**src/rtl/cluster_iterator.sv**
```systemverilog
// Sequential cluster extractor: latches one frame of pad flags/counts, then peels off
// the lowest-address cluster each clock through a combinational priority encoder.

module priority_n #(
    parameter int MXKEYS    = 192,
    parameter int MXKEYBITS = 8,
    parameter int MXCNTB    = 3
) (
    input  logic [MXKEYS-1:0]        vpfs_i,
    input  logic [MXKEYS*MXCNTB-1:0] cnts_i,
    output logic                     vpf_o,
    output logic [MXKEYBITS-1:0]     adr_o,
    output logic [MXCNTB-1:0]        cnt_o
);
    // Walk from the top down so the lowest set index is the last one written.
    always_comb begin
        vpf_o = |vpfs_i;
        adr_o = '1;
        cnt_o = '0;
        for (int i = MXKEYS - 1; i >= 0; i--) begin
            if (vpfs_i[i]) begin
                adr_o = MXKEYBITS'(i);
                cnt_o = cnts_i[i*MXCNTB +: MXCNTB];
            end
        end
    end
endmodule

// state  | meaning
// IDLE   | waiting for start_i; results held
// LOAD   | frame captured, encoder input settling for the first scan
// SCAN   | one cluster extracted per clock
// DONE   | list final, done_o high for this cycle
module cluster_iterator #(
    parameter int MXKEYS     = 192,
    parameter int MXKEYBITS  = 8,
    parameter int MXCNTB     = 3,
    parameter int MXCLUSTERS = 8
) (
    input  logic                                     clock,
    input  logic                                     reset,
    input  logic                                     start_i,
    input  logic [MXKEYS-1:0]                        vpfs_i,
    input  logic [MXKEYS*MXCNTB-1:0]                 cnts_i,
    output logic                                     busy_o,
    output logic                                     done_o,
    output logic [MXCLUSTERS*(MXCNTB+MXKEYBITS)-1:0] clusters_o,
    output logic [MXCLUSTERS-1:0]                    valid_o,
    output logic                                     overflow_o,
    output logic                                     lost_o
);
    localparam int SW = MXCNTB + MXKEYBITS;
    localparam int IW = $clog2(MXCLUSTERS);
    localparam logic [SW-1:0] SLOT_EMPTY = {{MXCNTB{1'b0}}, {MXKEYBITS{1'b1}}};

    typedef enum logic [1:0] {S_IDLE, S_LOAD, S_SCAN, S_DONE} state_t;

    state_t                          state_q, state_d;
    logic [MXKEYS-1:0]               mask_q, mask_d;
    logic [MXKEYS*MXCNTB-1:0]        cntr_q, cntr_d;
    logic [IW:0]                     idx_q, idx_d;
    logic [MXCLUSTERS*SW-1:0]        slots_q, slots_d;
    logic [MXCLUSTERS-1:0]           valid_q, valid_d;
    logic                            ovf_q, ovf_d;
    logic                            lost_q, lost_d;

    logic                            enc_vpf;
    logic [MXKEYBITS-1:0]            enc_adr;
    logic [MXCNTB-1:0]               enc_cnt;

    priority_n #(
        .MXKEYS    (MXKEYS),
        .MXKEYBITS (MXKEYBITS),
        .MXCNTB    (MXCNTB)
    ) u_enc (
        .vpfs_i (mask_q),
        .cnts_i (cntr_q),
        .vpf_o  (enc_vpf),
        .adr_o  (enc_adr),
        .cnt_o  (enc_cnt)
    );

    always_ff @(posedge clock or posedge reset) begin
        if (reset) begin
            state_q <= S_IDLE;
            mask_q  <= '0;
            cntr_q  <= '0;
            idx_q   <= '0;
            slots_q <= {MXCLUSTERS{SLOT_EMPTY}};
            valid_q <= '0;
            ovf_q   <= 1'b0;
            lost_q  <= 1'b0;
        end else begin
            state_q <= state_d;
            mask_q  <= mask_d;
            cntr_q  <= cntr_d;
            idx_q   <= idx_d;
            slots_q <= slots_d;
            valid_q <= valid_d;
            ovf_q   <= ovf_d;
            lost_q  <= lost_d;
        end
    end

    always_comb begin
        state_d = state_q;
        mask_d  = mask_q;
        cntr_d  = cntr_q;
        idx_d   = idx_q;
        slots_d = slots_q;
        valid_d = valid_q;
        ovf_d   = ovf_q;
        lost_d  = start_i && (state_q != S_IDLE);

        case (state_q)
            S_IDLE: begin
                if (start_i) begin
                    mask_d  = vpfs_i;
                    cntr_d  = cnts_i;
                    idx_d   = '0;
                    slots_d = {MXCLUSTERS{SLOT_EMPTY}};
                    valid_d = '0;
                    ovf_d   = 1'b0;
                    state_d = S_LOAD;
                end
            end
            S_LOAD: state_d = S_SCAN;
            S_SCAN: begin
                if (enc_vpf) begin
                    slots_d[idx_q[IW-1:0]*SW +: SW] = {enc_cnt, enc_adr};
                    valid_d[idx_q[IW-1:0]]          = 1'b1;
                    mask_d[enc_adr]                 = 1'b0;
                    idx_d                           = idx_q + 1'b1;
                    // Anything still flagged once the list is full is overflow.
                    if (idx_q == (IW+1)'(MXCLUSTERS - 1)) begin
                        ovf_d   = |mask_d;
                        state_d = S_DONE;
                    end
                end else begin
                    state_d = S_DONE;
                end
            end
            S_DONE: state_d = S_IDLE;
            default: state_d = S_IDLE;
        endcase
    end

    assign busy_o     = (state_q == S_SCAN);
    assign done_o     = (state_q == S_DONE);
    assign clusters_o = slots_q;
    assign valid_o    = valid_q;
    assign overflow_o = ovf_q;
    assign lost_o     = lost_q;
endmodule
```
**config.mk**
```make
export PLATFORM = sky130hd
export DESIGN_NAME = cluster_iterator
export DESIGN_NICKNAME = d
export VERILOG_FILES = /design/src/rtl/cluster_iterator.sv
export SDC_FILE = /design/constraint.sdc
export NUM_CORES = 2
export LEC_CHECK = 0
export ABC_AREA = 1
export ABC_CLOCK_PERIOD_IN_PS = 36500
export CAP_MARGIN = 20
export CORE_AREA = 2 2 338 340
export DETAILED_ROUTE_END_ITERATION = 16
export DIE_AREA = 0 0 340 342
export GPL_TIMING_DRIVEN = 0
export PLACE_DENSITY = 0.64
export SYNTH_ARGS = -nofsm -noshare
export SYNTH_HDL_FRONTEND = slang
export SYNTH_SLANG_ARGS = --single-unit
```
**constraint.sdc**
```tcl
create_clock -name clock -period 36.5 [get_ports clock]
set_input_delay 7.3 -clock clock [delete_from_list [all_inputs] [get_ports clock]]
set_output_delay 7.3 -clock clock [all_outputs]
set_load 0.02 [all_outputs]
```
; Yosys cells after proc, flatten, opt, wreduce, memory -nomap -nowiden
; Index checks and enable logic that the tools add are counted.
[classes]
n_mul = 1
shifts = 2
add_sub_neg = 2
n_reduce_logical = 12
order_cmp = 4
n_eq_ne = 8
bitwise_logic = 3
div = 0
muxes = 409
[op_table]
columns = cell, n
row1 = 8-bit two-way mux, 130
row2 = 3-bit two-way mux, 192
row3 = 7-bit two-way mux, 64
row4 = 192-bit two-way mux, 2
row5 = 192-bit one-hot mux with 2 select lines, 1
row6 = 192-bit OR reduction, 2
row7 = 192-bit bitwise AND, 1
row8 = 192-bit NOT, 1
row9 = 88-bit two-way mux, 2
row10 = 88-bit one-hot mux with 2 select lines, 1
row11 = 88-bit bitwise mux, 1
row12 = 11-bit by 34-bit variable shift with 88-bit output (first input constant), 1
row13 = 11-bit by 34-bit variable part select with 88-bit output, 1
row14 = 7-bit negation with 34-bit output, 1
row15 = 8-bit one-hot mux with 2 select lines, 1
row16 = 8-bit by 9-bit less-than comparator with 1-bit output (second input constant), 1
row17 = 1-bit demux with 8-bit select, 1
row18 = 8-bit by 1-bit greater-or-equal comparator with 1-bit output (second input constant), 1
row19 = 4-bit two-way mux, 2
row20 = 8-bit bitwise OR, 1
row21 = 2-bit one-hot mux with 4 select lines, 1
row22 = 4-bit one-hot mux with 2 select lines, 1
row23 = 3-bit by 4-bit multiplier with 7-bit output (second input constant), 1
row24 = 2-bit two-way mux, 3
row25 = other kinds (18), 28
[totals]
reg_bits = 872
romBits = 0
memories = 0
elab_cells = 449
inputBits = 771
latchBits = 0
output_inout_bits = 100
ramBits = 0

; Depth between registers and ports, before layout
[logic_depth]
depth_word = 202
depth_mapped = 174
ltp_nobuf = 174

; Hierarchy
; From an unflattened synthesis, not the netlist that was laid out.
[unflattened]
hier_cells = 6007
area_unflattened_um2 = 44283.7
[by_module_without_submodules]
columns = mod, cells_per_inst, n_inst, area_per_inst_um2, seq_area_each_um2
row1 = cluster_iterator, 4371, 1, 36592.6, 21901.0
row2 = priority_n, 1636, 1, 7691.1, 0.0

; Worst setup path after synthesis
; OpenSTA, ideal clock, no wires.
[synth_path]
path_kind = input port to flip-flop
start = input start_i
end = register slots_q[19] (netlist: clusters_o[19])
t_required_ns = 36.417
n_path_buf = 1
setup_ns = 0.083
path_stages = 9
slack_ns = 27.681
t_arrival_ns = 8.736
cell_sequence = inv_1 > a21oi_1 > nand2_1 > clkinv_1 > clkbuf_1 > nand2_1 > nor2_1 > inv_1 > o21ai_0
[synth_via]
elab_chain_cells = 2
[synth_rtl]
columns = item, line_no
row1 = "start, declared", 42  ; input logic start_i,
row2 = 2-bit != test (no line), -
row3 = 3-bit AND reduction (no line), -
row4 = "end signal, assigned", 89  ; slots_q <= {MXCLUSTERS{SLOT_EMPTY}};
row5 = "end signal, assigned", 98  ; slots_q <= slots_d;
row6 = "end, declared", 62  ; logic [MXCLUSTERS*SW-1:0] slots_q, slots_d;
; No other way between the ends.
; A chain may end at the register's enable or synchronous reset.

; Worst setup path in the final report
[layout_path]
start = register mask_q[185]
end = register ovf_q (netlist: overflow_o)
[layout_via]
elab_chain_cells = 196
elab_cells_between_ends = 200
classes_between = order compare (2) / eq/ne (1) / mux (191) / bitwise (2) / reduce/logical (4)
[layout_rtl]
columns = item, line_no
row1 = "start, declared", 59  ; logic [MXKEYS-1:0] mask_q, mask_d;
row2 = "start signal, assigned", 95  ; mask_q <= mask_d;
row3 = 7-bit two-way mux (58 in series), 21  ; if (vpfs_i[i]) begin
row4 = 8-bit two-way mux (128 in series), 21
row5 = 8-bit by 9-bit less-than comparator with 1-bit output (not written as such) / 8-bit by 1-bit greater-or-equal comparator with 1-bit output (equally long branches), 132  ; mask_d[enc_adr] = 1'b0;
row6 = 1-bit logical AND (not written as such), 132
row7 = 1-bit two-way mux (not written as such), 132
row8 = 1-bit demux with 8-bit select, 132
row9 = 192-bit NOT (no line), -
row10 = 192-bit bitwise AND (no line), -
row11 = 192-bit OR reduction, 136  ; ovf_d = |mask_d;
row12 = 1-bit two-way mux, 135  ; if (idx_q == (IW+1)'(MXCLUSTERS - 1)) begin
row13 = 1-bit two-way mux, 129  ; if (enc_vpf) begin
row14 = 1-bit one-hot mux with 2 select lines, 115  ; case (state_q)
row15 = "end signal, assigned", 100  ; ovf_q <= ovf_d;
row16 = "end, declared", 64  ; logic ovf_q, ovf_d;
; Several ways; a longest one is shown, not always the timed one. The select of a mux whose other input is x is not followed.

==> flow_summary.toml <==
[run_status]
outcome = "completed"

[cells_and_area]
final_layout_size_suffix_gt1_share_pct = 14.6
nNetsFinal = 6677
layout_common_cells = "nand2_1 (1116), clkdlybuf4s50_1 (870), dfrtp_1 (808)"
area_growth_pct = 33.2
final_common_cell = "nand2_1"
final_cell_area_um2 = 58900

[die]
core_um2 = 113000
pin_count = 871
die_h_um = 342
num_rows = 124
die_x_um = 340
initial_utilization_pct = 39.1
die_area_um2 = 116000

[global_route]
grt-ovfl-total = 0
grt_pass1_wl_um = 275000
grt_start_max_net_pins = 129
grt_usage_pct = 32.4
grt_pass1_vias = 41100
antenna_found_initial = 76

[power_and_ir_drop]
ir_worst_vdd_v = 0.0000750
p_leak_nw = 25.3
power_density_nw_per_um2 = 96.0

[worst_setup_path]
cp_common_cell = "a21oi_1"
cp_slowest_cell = "clkbuf_2"
critPathMaxFanout = 10
end_kind = "flip-flop"
worstPathRequired_ns = 37.10
critical_path_class = "reg -> reg"
crit_arrival_ns = 13.83
cp_slowest_stage_delay_ns = 0.70
start_kind = "flip-flop"

[timing]
skew_ns = 0.0339
worst_pin_slew_ns = 1.26
slew_headroom_pct = 15.7
slew_viol_final = 0
rsz0062_at_grt = "no"
finalHoldViolations = 0
setup_viol = 0
max_freq_ghz = 0.0755
fin_crit_ns = 13.24
hold_ws_ns = 0.482
fin_crit_sh_pct = 36.3

[drt]
drt_first_pass_iters = 6
drt-initial-drc-count = 4253
wl_um = 194000
ant_nets = 0
wl_per_cell_um = 25.6
via_per_inst = 5.53
via_count = 41800
drc = 0

[yosys]
ys_ff_latch = 872
ys_seq_area_share_pct = 49.5
yosys_warnings = 0
synth_edf_count = 0
async_reset_ff_share_pct = 100
synthCells = 4910
synth_nets = 5688
syn_area_um2 = 44200
syn_avg_cell_area_um2 = 9.00
ys.flop_type = "dfrtp_1"
yosys.cell_types.count = 45

[clock_tree]
clk_pin_slew_worst_paths_ns = 0.06
numCtsBuffers = 98
ctsResizeCount = 0
cts_sinks = 872
root_buffer = "clkbuf_16"
clock_latency_ns = 0.72
hold_buffers = 0
cts_setup_buffers = 0
htreeDepth = 3
clk_path_buf_depth = 3
tritoncts = "yes"

[placement]
place.gp.congestion = 0.941
place_area_um2 = 55200
dp_hpwl_um = 152000
port_buffers = 870

[hold_path]
hp-class = "reg -> reg"

[run]
drv_cap = 0
## per-layer routing
metal,GRT usage (%),part of all wire [%],vias up
li1,-,-,18800
met1,41.3,40,20500
met2,52.2,47,2014
met3,7.48,8.7,398
met4,15.1,4.5,42
met5,0,0.16,-
## synthesized netlist by cell type (8+ instances only)
cell | count | area, um2
a2bb2oi_1 | 32 | 280
o21ai_1 | 64 | 320
nand2_1 | 1116 | 4190
o21ai_0 | 375 | 1880
nand4_1 | 55 | 344
dfstp_2 | 64 | 1680
o211ai_1 | 167 | 1250
inv_1 | 412 | 1550
o21a_1 | 11 | 82.6
mux2_2 | 572 | 6440
nor3_1 | 142 | 711
nor2_1 | 464 | 1740
a31oi_1 | 31 | 194
a22oi_1 | 36 | 270
o2111ai_1 | 10 | 87.6
a21oi_1 | 109 | 546
o221ai_1 | 16 | 140
a221oi_1 | 25 | 219
o22ai_1 | 40 | 250
buf_2 | 8 | 40.0
buf_1 | 37 | 139
dfrtp_1 | 808 | 20200
nand3_1 | 79 | 395
clkbuf_1 | 161 | 604
o31ai_1 | 11 | 82.6
## worst max-delay path, delay by kind of cell (launching register included)
kind                   cells  cell delay [ns]
AOI/OAI and AO/OA         47             9.05
buffers and inverters      3             1.24
and+or+nand+nor           15             2.44
DFF                        1             0.36
## report_power, final
group          switching, W  internal [W]
clock network      0.000446      0.000643
logic               0.00164       0.00104
registers          0.000401       0.00149
total               0.00248       0.00317
## kinds of logic (layout without fill, tap and decap cells)
family	after synthesis	after routing	synth area share, %
other	0	59	0
AND/OR/NAND/NOR	1872	1872	17.0
flip-flops	872	872	49.5
adder cells (fa/ha/maj)	7	7	0.198
buffers and inverters	630	1703	5.40
multiplexers	572	572	14.6
AO/OA/AOI/OAI	957	957	13.3
## registers in the layout, indices dropped and copies added, names as in the netlist
signal	cells
clusters_o	88
cntr_q	576
idx_q	4
lost_o	1
mask_q	192
overflow_o	1
state_q	2
valid_o	8
## cell type report
class	count	area, um2
inverters	421	1590
diodes	59	148
multi-input cells	3408	19900
well taps	1512	1890
plain buffers	209	815
flip-flops and latches	872	21900
clock buffers	121	2690
repair buffers	889	9050
fillers	10500	54200
clock inverters	63	862
## stage by stage
stage	util, %	worst slack [ns]	instances	total power [W]	TNS (ns)
final	52.0	23.26	7554	0.00565	0
after global routing	52.0	21.89	7541	0.00600	0
after CTS	51.9	23.56	7494	0.00561	0
after detailed placement	48.8	23.66	7310	0.00451	0
after global placement	48.5	-6.08	7292	0.00444	-4741.29
after floorplan	-	4.80	4910	0.00349	0
## final timing paths
path	startpoint	end	slack (ns)	depth (start not counted)
hold / removal	idx_q[3]	idx_q[3]	0.48	1
setup / recovery	mask_q[185]	overflow_o	23.26	65
hold reg to reg	idx_q[3]	idx_q[3]	0.48	1
max in group asynchronous	reset	cntr_q[129]	27.19	5
min in group asynchronous	reset	cntr_q[460]	7.11	2
setup reg to reg	mask_q[185]	overflow_o	23.26	65
(Power assumes the default switching activity.)
